File: config.mk
export PLATFORM = sky130hd
export DESIGN_NAME = slurm16_cpu_memory_stage
export DESIGN_NICKNAME = d
export VERILOG_FILES = /design/src/rtl/slurm16_mem_defs_pkg.sv /design/src/rtl/slurm16_mem_lane_steer.sv /design/src/rtl/slurm16_cpu_memory_stage.sv
export SDC_FILE = /design/constraint.sdc
export NUM_CORES = 1
export LEC_CHECK = 0
export ABC_CLOCK_PERIOD_IN_PS = 4900
export BUFFER_PORTS_ARGS = -buffer_cell sky130_fd_sc_hd__clkbuf_2
export CAP_MARGIN = 20
export CORE_UTILIZATION = 38
export CTS_CLUSTER_DIAMETER = 100
export CTS_CLUSTER_SIZE = 12
export DETAILED_ROUTE_END_ITERATION = 7
export GPL_TIMING_DRIVEN = 0
export HOLD_SLACK_MARGIN = 0.05
export MAX_ROUTING_LAYER = met4
export PLACE_DENSITY = 0.63
export SLEW_MARGIN = 0
export SYNTH_ARGS = -nofsm -noshare
export SYNTH_HDL_FRONTEND = slang
export SYNTH_SLANG_ARGS = --single-unit
File: constraint.sdc
create_clock -name CLK -period 4.9 [get_ports CLK]
set_input_delay 1.225 -clock CLK [delete_from_list [all_inputs] [get_ports CLK]]
set_output_delay 1.225 -clock CLK [all_outputs]
set_load 0.01 [all_outputs]
File: src/rtl/slurm16_mem_defs_pkg.sv
// Shared definitions for the slurm16 data-memory access stage.
// Latency: none (types and constants only).
// Backpressure: not applicable.
package slurm16_mem_defs;

  // Access FSM: IDLE issues straight from stage 3, WAIT replays the held request.
  typedef enum logic {
    IDLE = 1'b0,
    WAIT = 1'b1
  } mem_state_e;

  // Little-endian byte-lane masks.
  localparam logic [1:0] MASK_NONE = 2'b00;
  localparam logic [1:0] MASK_LO   = 2'b01;
  localparam logic [1:0] MASK_HI   = 2'b10;
  localparam logic [1:0] MASK_WORD = 2'b11;

endpackage

File: src/rtl/slurm16_mem_lane_steer.sv
// Lane steering: byte address/size/store data -> word address, lane mask, write data.
// Latency: combinational.
// Backpressure: none; pure function of its inputs.
module slurm16_mem_lane_steer #(
  parameter int BITS         = 16,
  parameter int ADDRESS_BITS = 16
) (
  input  logic                    req_byte,
  input  logic [ADDRESS_BITS-1:0] req_address,
  input  logic [BITS-1:0]         req_store_data,
  output logic [ADDRESS_BITS-2:0] steer_addr,
  output logic [1:0]              steer_mask,
  output logic [BITS-1:0]         steer_wdata,
  output logic                    misaligned_comb
);
  import slurm16_mem_defs::*;

  // Word address drops bit 0; byte accesses pick a lane and replicate the byte.
  always_comb begin
    steer_addr      = req_address[ADDRESS_BITS-1:1];
    steer_mask      = MASK_WORD;
    steer_wdata     = req_store_data;
    misaligned_comb = 1'b0;
    if (req_byte) begin
      steer_mask  = req_address[0] ? MASK_HI : MASK_LO;
      steer_wdata = {(BITS/8){req_store_data[7:0]}};
    end else begin
      misaligned_comb = req_address[0];
    end
  end

endmodule

File: src/rtl/slurm16_cpu_memory_stage.sv
// Stage-3 data-memory access: issues load/store on a valid/ready bus, aligns results to stage 4.
// Latency: request accepted in cycle N -> memory_in / mask at writeback in cycle N+1.
// Backpressure: stall asserted while an issued request is not yet accepted; request held stable.
module slurm16_cpu_memory_stage #(
  parameter int BITS         = 16,
  parameter int ADDRESS_BITS = 16
) (
  input  logic                    CLK,
  input  logic                    RST,
  input  logic                    req_valid,
  input  logic                    req_store,
  input  logic                    req_byte,
  input  logic                    req_bank,
  input  logic [ADDRESS_BITS-1:0] req_address,
  input  logic [BITS-1:0]         req_store_data,
  input  logic                    flush,
  output logic                    stall,
  output logic                    bus_valid,
  input  logic                    bus_ready,
  output logic                    bus_wr,
  output logic                    bus_bank,
  output logic [ADDRESS_BITS-2:0] bus_addr,
  output logic [1:0]              bus_wr_mask,
  output logic [BITS-1:0]         bus_wdata,
  input  logic [BITS-1:0]         bus_rdata,
  output logic [BITS-1:0]         memory_in,
  output logic [1:0]              memory_wr_mask_delayed,
  output logic                    misaligned
);
  import slurm16_mem_defs::*;

  logic [ADDRESS_BITS-2:0] steer_addr;
  logic [1:0]              steer_mask;
  logic [BITS-1:0]         steer_wdata;
  logic                    steer_misaligned;

  mem_state_e              state_q, state_d;
  logic                    hold_wr_q, hold_wr_d;
  logic                    hold_bank_q, hold_bank_d;
  logic                    hold_mis_q, hold_mis_d;
  logic [ADDRESS_BITS-2:0] hold_addr_q, hold_addr_d;
  logic [1:0]              hold_mask_q, hold_mask_d;
  logic [BITS-1:0]         hold_wdata_q, hold_wdata_d;
  logic                    resp_q, resp_d;
  logic [1:0]              mask_dly_q, mask_dly_d;
  logic                    mis_q, mis_d;
  logic [BITS-1:0]         rdata_q, rdata_d;

  logic                    cur_mis;
  logic                    accept;

  slurm16_mem_lane_steer #(
    .BITS         (BITS),
    .ADDRESS_BITS (ADDRESS_BITS)
  ) u_lane_steer (
    .req_byte        (req_byte),
    .req_address     (req_address),
    .req_store_data  (req_store_data),
    .steer_addr      (steer_addr),
    .steer_mask      (steer_mask),
    .steer_wdata     (steer_wdata),
    .misaligned_comb (steer_misaligned)
  );

  // Bus drive: held request in WAIT, live stage-3 request in IDLE (quiet while in reset or flushed).
  always_comb begin
    bus_valid   = 1'b0;
    bus_wr      = 1'b0;
    bus_bank    = 1'b0;
    bus_addr    = '0;
    bus_wr_mask = MASK_NONE;
    bus_wdata   = '0;
    cur_mis     = 1'b0;
    if (state_q == WAIT) begin
      bus_valid   = 1'b1;
      bus_wr      = hold_wr_q;
      bus_bank    = hold_bank_q;
      bus_addr    = hold_addr_q;
      bus_wr_mask = hold_mask_q;
      bus_wdata   = hold_wdata_q;
      cur_mis     = hold_mis_q;
    end else if (req_valid && !flush && !RST) begin
      bus_valid   = 1'b1;
      bus_wr      = req_store;
      bus_bank    = req_bank;
      bus_addr    = steer_addr;
      bus_wr_mask = steer_mask;
      bus_wdata   = steer_wdata;
      cur_mis     = steer_misaligned;
    end
    accept = bus_valid && bus_ready;
    stall  = bus_valid && !bus_ready;
  end

  // Next state: capture a refused IDLE request, release on acceptance, stage the response.
  always_comb begin
    state_d      = state_q;
    hold_wr_d    = hold_wr_q;
    hold_bank_d  = hold_bank_q;
    hold_mis_d   = hold_mis_q;
    hold_addr_d  = hold_addr_q;
    hold_mask_d  = hold_mask_q;
    hold_wdata_d = hold_wdata_q;
    if (state_q == IDLE) begin
      if (bus_valid && !bus_ready) begin
        state_d      = WAIT;
        hold_wr_d    = bus_wr;
        hold_bank_d  = bus_bank;
        hold_mis_d   = cur_mis;
        hold_addr_d  = bus_addr;
        hold_mask_d  = bus_wr_mask;
        hold_wdata_d = bus_wdata;
      end
    end else if (bus_ready) begin
      state_d = IDLE;
    end
    resp_d     = accept;
    mask_dly_d = (accept && !bus_wr) ? bus_wr_mask : MASK_NONE;
    mis_d      = accept && cur_mis;
    rdata_d    = resp_q ? bus_rdata : rdata_q;
  end

  // Read data is forwarded live during the response cycle and held afterwards.
  assign memory_in              = resp_q ? bus_rdata : rdata_q;
  assign memory_wr_mask_delayed = mask_dly_q;
  assign misaligned             = mis_q;

  // All stage state, cleared asynchronously so a reset in WAIT drops the bus at once.
  always_ff @(posedge CLK or posedge RST) begin
    if (RST) begin
      state_q      <= IDLE;
      hold_wr_q    <= 1'b0;
      hold_bank_q  <= 1'b0;
      hold_mis_q   <= 1'b0;
      hold_addr_q  <= '0;
      hold_mask_q  <= MASK_NONE;
      hold_wdata_q <= '0;
      resp_q       <= 1'b0;
      mask_dly_q   <= MASK_NONE;
      mis_q        <= 1'b0;
      rdata_q      <= '0;
    end else begin
      state_q      <= state_d;
      hold_wr_q    <= hold_wr_d;
      hold_bank_q  <= hold_bank_d;
      hold_mis_q   <= hold_mis_d;
      hold_addr_q  <= hold_addr_d;
      hold_mask_q  <= hold_mask_d;
      hold_wdata_q <= hold_wdata_d;
      resp_q       <= resp_d;
      mask_dly_q   <= mask_dly_d;
      mis_q        <= mis_d;
      rdata_q      <= rdata_d;
    end
  end

endmodule

# After elaboration in Yosys (flattened, before gate mapping)
# Index checks and enable logic that the tools add are counted.
[word_totals]
regBits = 57
input_bits = 56
out_inout_bits = 56
wordCells = 46
[classes]
n_mux = 23
bitwise = 1
n_reduce_logical = 11
[ops]
columns = ["cell", "count"]
rows = [
  ["16-bit two-way mux", 4],
  ["15-bit two-way mux", 2],
  ["1-bit two-way mux", 12],
  ["2-bit two-way mux", 5],
  ["1-bit logical AND", 6],
  ["1-bit zero test", 4],
  ["2-bit AND reduction", 1],
  ["1-bit NOT", 1],
]

# Longest topological paths before layout
[depth]
word_depth = 8
depth_mapped = 5
mapped_depth_nobuf = 3

# By module
# From an unflattened synthesis, not the netlist that was laid out.
[unflattened]
hier_cells = 213
hier_area_um2 = 2964.1
[modules_own_cells]
columns = ["module", "n_inst", "cells_each", "area_per_inst_um2", "seq_area_each_um2"]
rows = [
  ["slurm16_cpu_memory_stage", 1, 178, 2647.5, 1426.4],
  ["slurm16_mem_lane_steer", 1, 35, 316.6, 0.0],
]

# Worst setup path before layout
# Ideal clock, no wire load.
[synth_path]
kind = "input -> output"
startpoint = "input RST"
endpoint = "output bus_addr[10]"
arrival_ns = 2.416
required_time_ns = 3.675
setup_slack_ns = 1.259
path_stages = 4
path_buffers = 1
cell_sequence = "nor3b_1 > clkbuf_1 > nand2_1 > o21ai_0"
[synth_via]
elab_chain_len = 4
[synth_rtl]
columns = ["item", "line_no", "text"]
rows = [
  ["from (decl)", "slurm16_cpu_memory_stage.sv:9", "input logic RST,"],
  ["1-bit zero test (no line)", "--", ""],
  ["1-bit logical AND", "slurm16_cpu_memory_stage.sv:82", "end else if (req_valid && !flush && !RST) begin"],
  ["15-bit two-way mux", "slurm16_cpu_memory_stage.sv:82", ""],
  ["15-bit two-way mux", "slurm16_cpu_memory_stage.sv:74", "if (state_q == WAIT) begin"],
  ["to (decl)", "slurm16_cpu_memory_stage.sv:22", "output logic [ADDRESS_BITS-2:0] bus_addr,"],
]
# No other way between the ends.

# Worst setup path in the final report
[layout_path]
startpoint = "input RST"
endpoint = "output bus_addr[8]"
# Same word-level chain as after synthesis.

==> qor.log <==
INFO  placed_design  pre_cts_ws=0.466ns
INFO  finish         flow.area_growth_from_synthesis=32.2%
INFO  clock_network  cts_tree=yes
INFO  placed_design  placed_area=3530µm²
INFO  sta            fin_skew=0.00488ns
INFO  sta            timing_worst_slew_pin_value=0.617ns
INFO  power_and_ir_drop internal_power=0.00101W
INFO  grt            grt_max_degree=35
INFO  detailed_routing ant_nets=0
INFO  setup_path     r2r-start=resp_q$_DFF_PP0_
INFO  synth          ys_seq_elements=57
INFO  setup_path     crit_path_start_kind=primary input
INFO  grt            globalRoute.totalOverflow=0
INFO  sta            final.min_clock_period=4.03ns
INFO  placed_design  post-dp-hpwl=5010µm
INFO  power_and_ir_drop worst_ir_drop_on_vdd=0.152mV
INFO  detailed_routing routed_wirelength=6700µm
INFO  clock_network  cts_buffers=9
INFO  grt            via_count_of_the_first_global_routing_pass=2166
INFO  hold_path      hold_path_startpoint=rdata_q[8]$_DFF_PP0_
INFO  run            maxCapViolations=0
INFO  sta            fin_worst_hold_slack=0.494ns
INFO  floorplan      initial_cell_density_of_the_core=0.393
INFO  detailed_routing dr.first_iter.drc_count=66
INFO  setup_path     timing.critical_path.required=3.67ns
INFO  finish         final_cell_mix=clkbuf_2 (111), nand2_1 (62), dfrtp_1 (57)
INFO  power_and_ir_drop power_density=367nW/µm²
INFO  clock_network  htree_levels=3
INFO  synth          syn_inst=259
INFO  synth          mappedNetlistNets=315
INFO  sta            slew_viol_final=0
INFO  sta            final_hold_viol_count=0
INFO  synth          synth_area=2840µm²
INFO  setup_path     cp_max_fo=10
INFO  clock_network  cts.reportedPaths.clkPinSlew=0.06ns
INFO  clock_network  root_driver=clkbuf_8
INFO  clock_network  max-clock-path-buffers=2
INFO  sta            layout_setup_ws=0.872ns
INFO  setup_path     crit_path_start=RST
INFO  status         status=complete, no violations
INFO  floorplan      io-pin-count=112
INFO  clock_network  post_cts_setup_repair_bufs=0
INFO  finish         post_layout_utilization_of_the_core=0.519
INFO  power_and_ir_drop combinationalPowerShare=0.224
INFO  setup_path     cp-end-kind=primary output
INFO  floorplan      core_area=7210µm²
INFO  grt            wire_length_of_the_first_global_routing_pass=10500µm
INFO  detailed_routing remaining_drc_errors=0
INFO  floorplan      die-width=88.4µm
INFO  floorplan      placement_rows=31
INFO  hold_path      min_path_type=flip-flop to flip-flop
INFO  synth          part_of_the_yosys_area_used_for_sequential_elements=0.503
INFO  sta            finalSetupViolCount=0
INFO  finish         final_cell_area=3750µm²
INFO  sta            fmax=248MHz
INFO  finish         diodes=0
INFO  detailed_routing via_count_of_the_routed_design=2281
INFO  power_and_ir_drop pwr-share-clk=0.328
INFO  finish         layout_commonest_cell=clkbuf_2
INFO  synth          post_synth_num_cell_types=22
INFO  floorplan      die_area=7810µm²
INFO  synth          syn-mean-instance-area=10.9µm²
INFO  power_and_ir_drop seq_power_share=0.448
INFO  floorplan      die_h=88.4µm
INFO  finish         finalNetCount=439
INFO  clock_network  postCtsHoldBufs=0
INFO  power_and_ir_drop leakagePower=1.95nW
INFO  sta            post-route-period-util=0.822
INFO  power_and_ir_drop switching_share=0.264
INFO  detailed_routing detail_route.vias_per_cell=4.68
INFO  sta            setup-tns-final=0ns
INFO  placed_design  gpl.final_weighted_congestion=0.773
INFO  sta            grt_setup_unrepaired=no
INFO  detailed_routing drt_first_pass_iters=4
INFO  clock_network  post_cts.resized_instances=0
INFO  sta            maxSlewHeadroom=0.589
INFO  clock_network  clk_latency=0.32ns
INFO  setup_path     setup.worst_path.class=primary input to primary output
INFO  grt            antenna_found_initial=0
INFO  finish         drive_above_1_share=0.454
INFO  power_and_ir_drop p_sw=0.000363W
INFO  setup_path     cp.arrival=2.80ns
INFO  grt            global_route_usage_over_all_layers=0.184
INFO  synth          yosys_warnings=0
INFO  detailed_routing route.detailed.wl_per_inst=13.8µm
INFO  clock_network  numClockSinks=57
INFO  placed_design  numPortBuffers=111
## cell type report
cell class,instances,area [µm²]
tap,99,124
clock buffer,14,173
clock inverter,2,35.0
timing repair buffer,113,581
buffer,18,91.3
inverter,11,41.3
fill,704,3470
sequential,57,1430
multi-input combinational,173,1280
## synth_stat cells
master	number	area (µm²)
dfrtp_1	57	1430
nand3b_1	1	7.51
nand2_1	62	233
a21boi_0	1	7.51
mux2_4	20	300
buf_6	3	33.8
or3_1	1	6.26
o2bb2ai_1	2	17.5
inv_1	11	41.3
nor3b_1	1	7.51
nor2_1	1	3.75
o21ai_0	25	125
nand2b_1	1	6.26
o31ai_1	10	75.1
clkbuf_1	14	52.6
mux2_2	22	248
or3b_4	1	11.3
mux2i_1	18	180
nor2b_1	4	25.0
buf_2	1	5.00
or4b_2	1	10.0
and2_1	2	12.5
## critical path, cell delays in order
cell and delay, ns:
clkbuf_2 0.11, nor3b_1 0.38, buf_2 0.26, clkbuf_1 0.38
nand2_1 0.09, o21ai_0 0.19, clkbuf_2 0.17
## flip-flops by register name, summed over array words and instances, names as in the netlist
signal                  count
hold_addr_q                15
hold_bank_q                 1
hold_mask_q                 2
hold_mis_q                  1
hold_wdata_q               16
hold_wr_q                   1
memory_wr_mask_delayed      2
misaligned                  1
rdata_q                    16
resp_q                      1
state_q                     1
## path summary, 6_finish.rpt
check	endpoint	slack [ns]	depth (start not counted)
worst max-delay path	bus_addr[8]	0.87	7
worst min register to register	rdata_q[8]$_DFF_PP0_	0.49	1
min in group asynchronous	rdata_q[9]$_DFF_PP0_	0.95	2
max in group asynchronous	hold_addr_q[9]$_DFFE_PP0P_	3.39	3
worst max register to register	rdata_q[11]$_DFF_PP0_	3.32	3
worst min-delay path	rdata_q[8]$_DFF_PP0_	0.49	1
## through the flow
step,total power [W],instances
3_5_place_dp,0.000936,470
3_3_place_gp,0.000922,469
2_1_floorplan,0.000814,259
4_1_cts,0.00140,486
5_1_grt,0.00146,487
6_report,0.00137,487
## power groups by stage
stage	clock, W	sequential, W	combinational, W
4_1_cts	0.000469	0.000616	0.000314
2_1_floorplan	0	0.000611	0.000203
5_1_grt	0.000488	0.000627	0.000344
6_report	0.000451	0.000615	0.000308
3_5_place_dp	0	0.000622	0.000314
3_3_place_gp	0	0.000619	0.000303
## per-layer routing
layer	track usage	routed length, µm
met5	-	0
met4	0.0660	49
met3	0.0382	404
met2	0.281	3080
met1	0.241	3160
## kinds of logic after synthesis
logic type             Yosys count  share of synthesized area
flip-flops                      57                      0.503
multiplexers                    60                      0.257
AND/OR/NAND/NOR                 75                      0.114
buffers and inverters           29                     0.0468
AO/OA/AOI/OAI                   38                     0.0794
(Power assumes the default switching activity.)
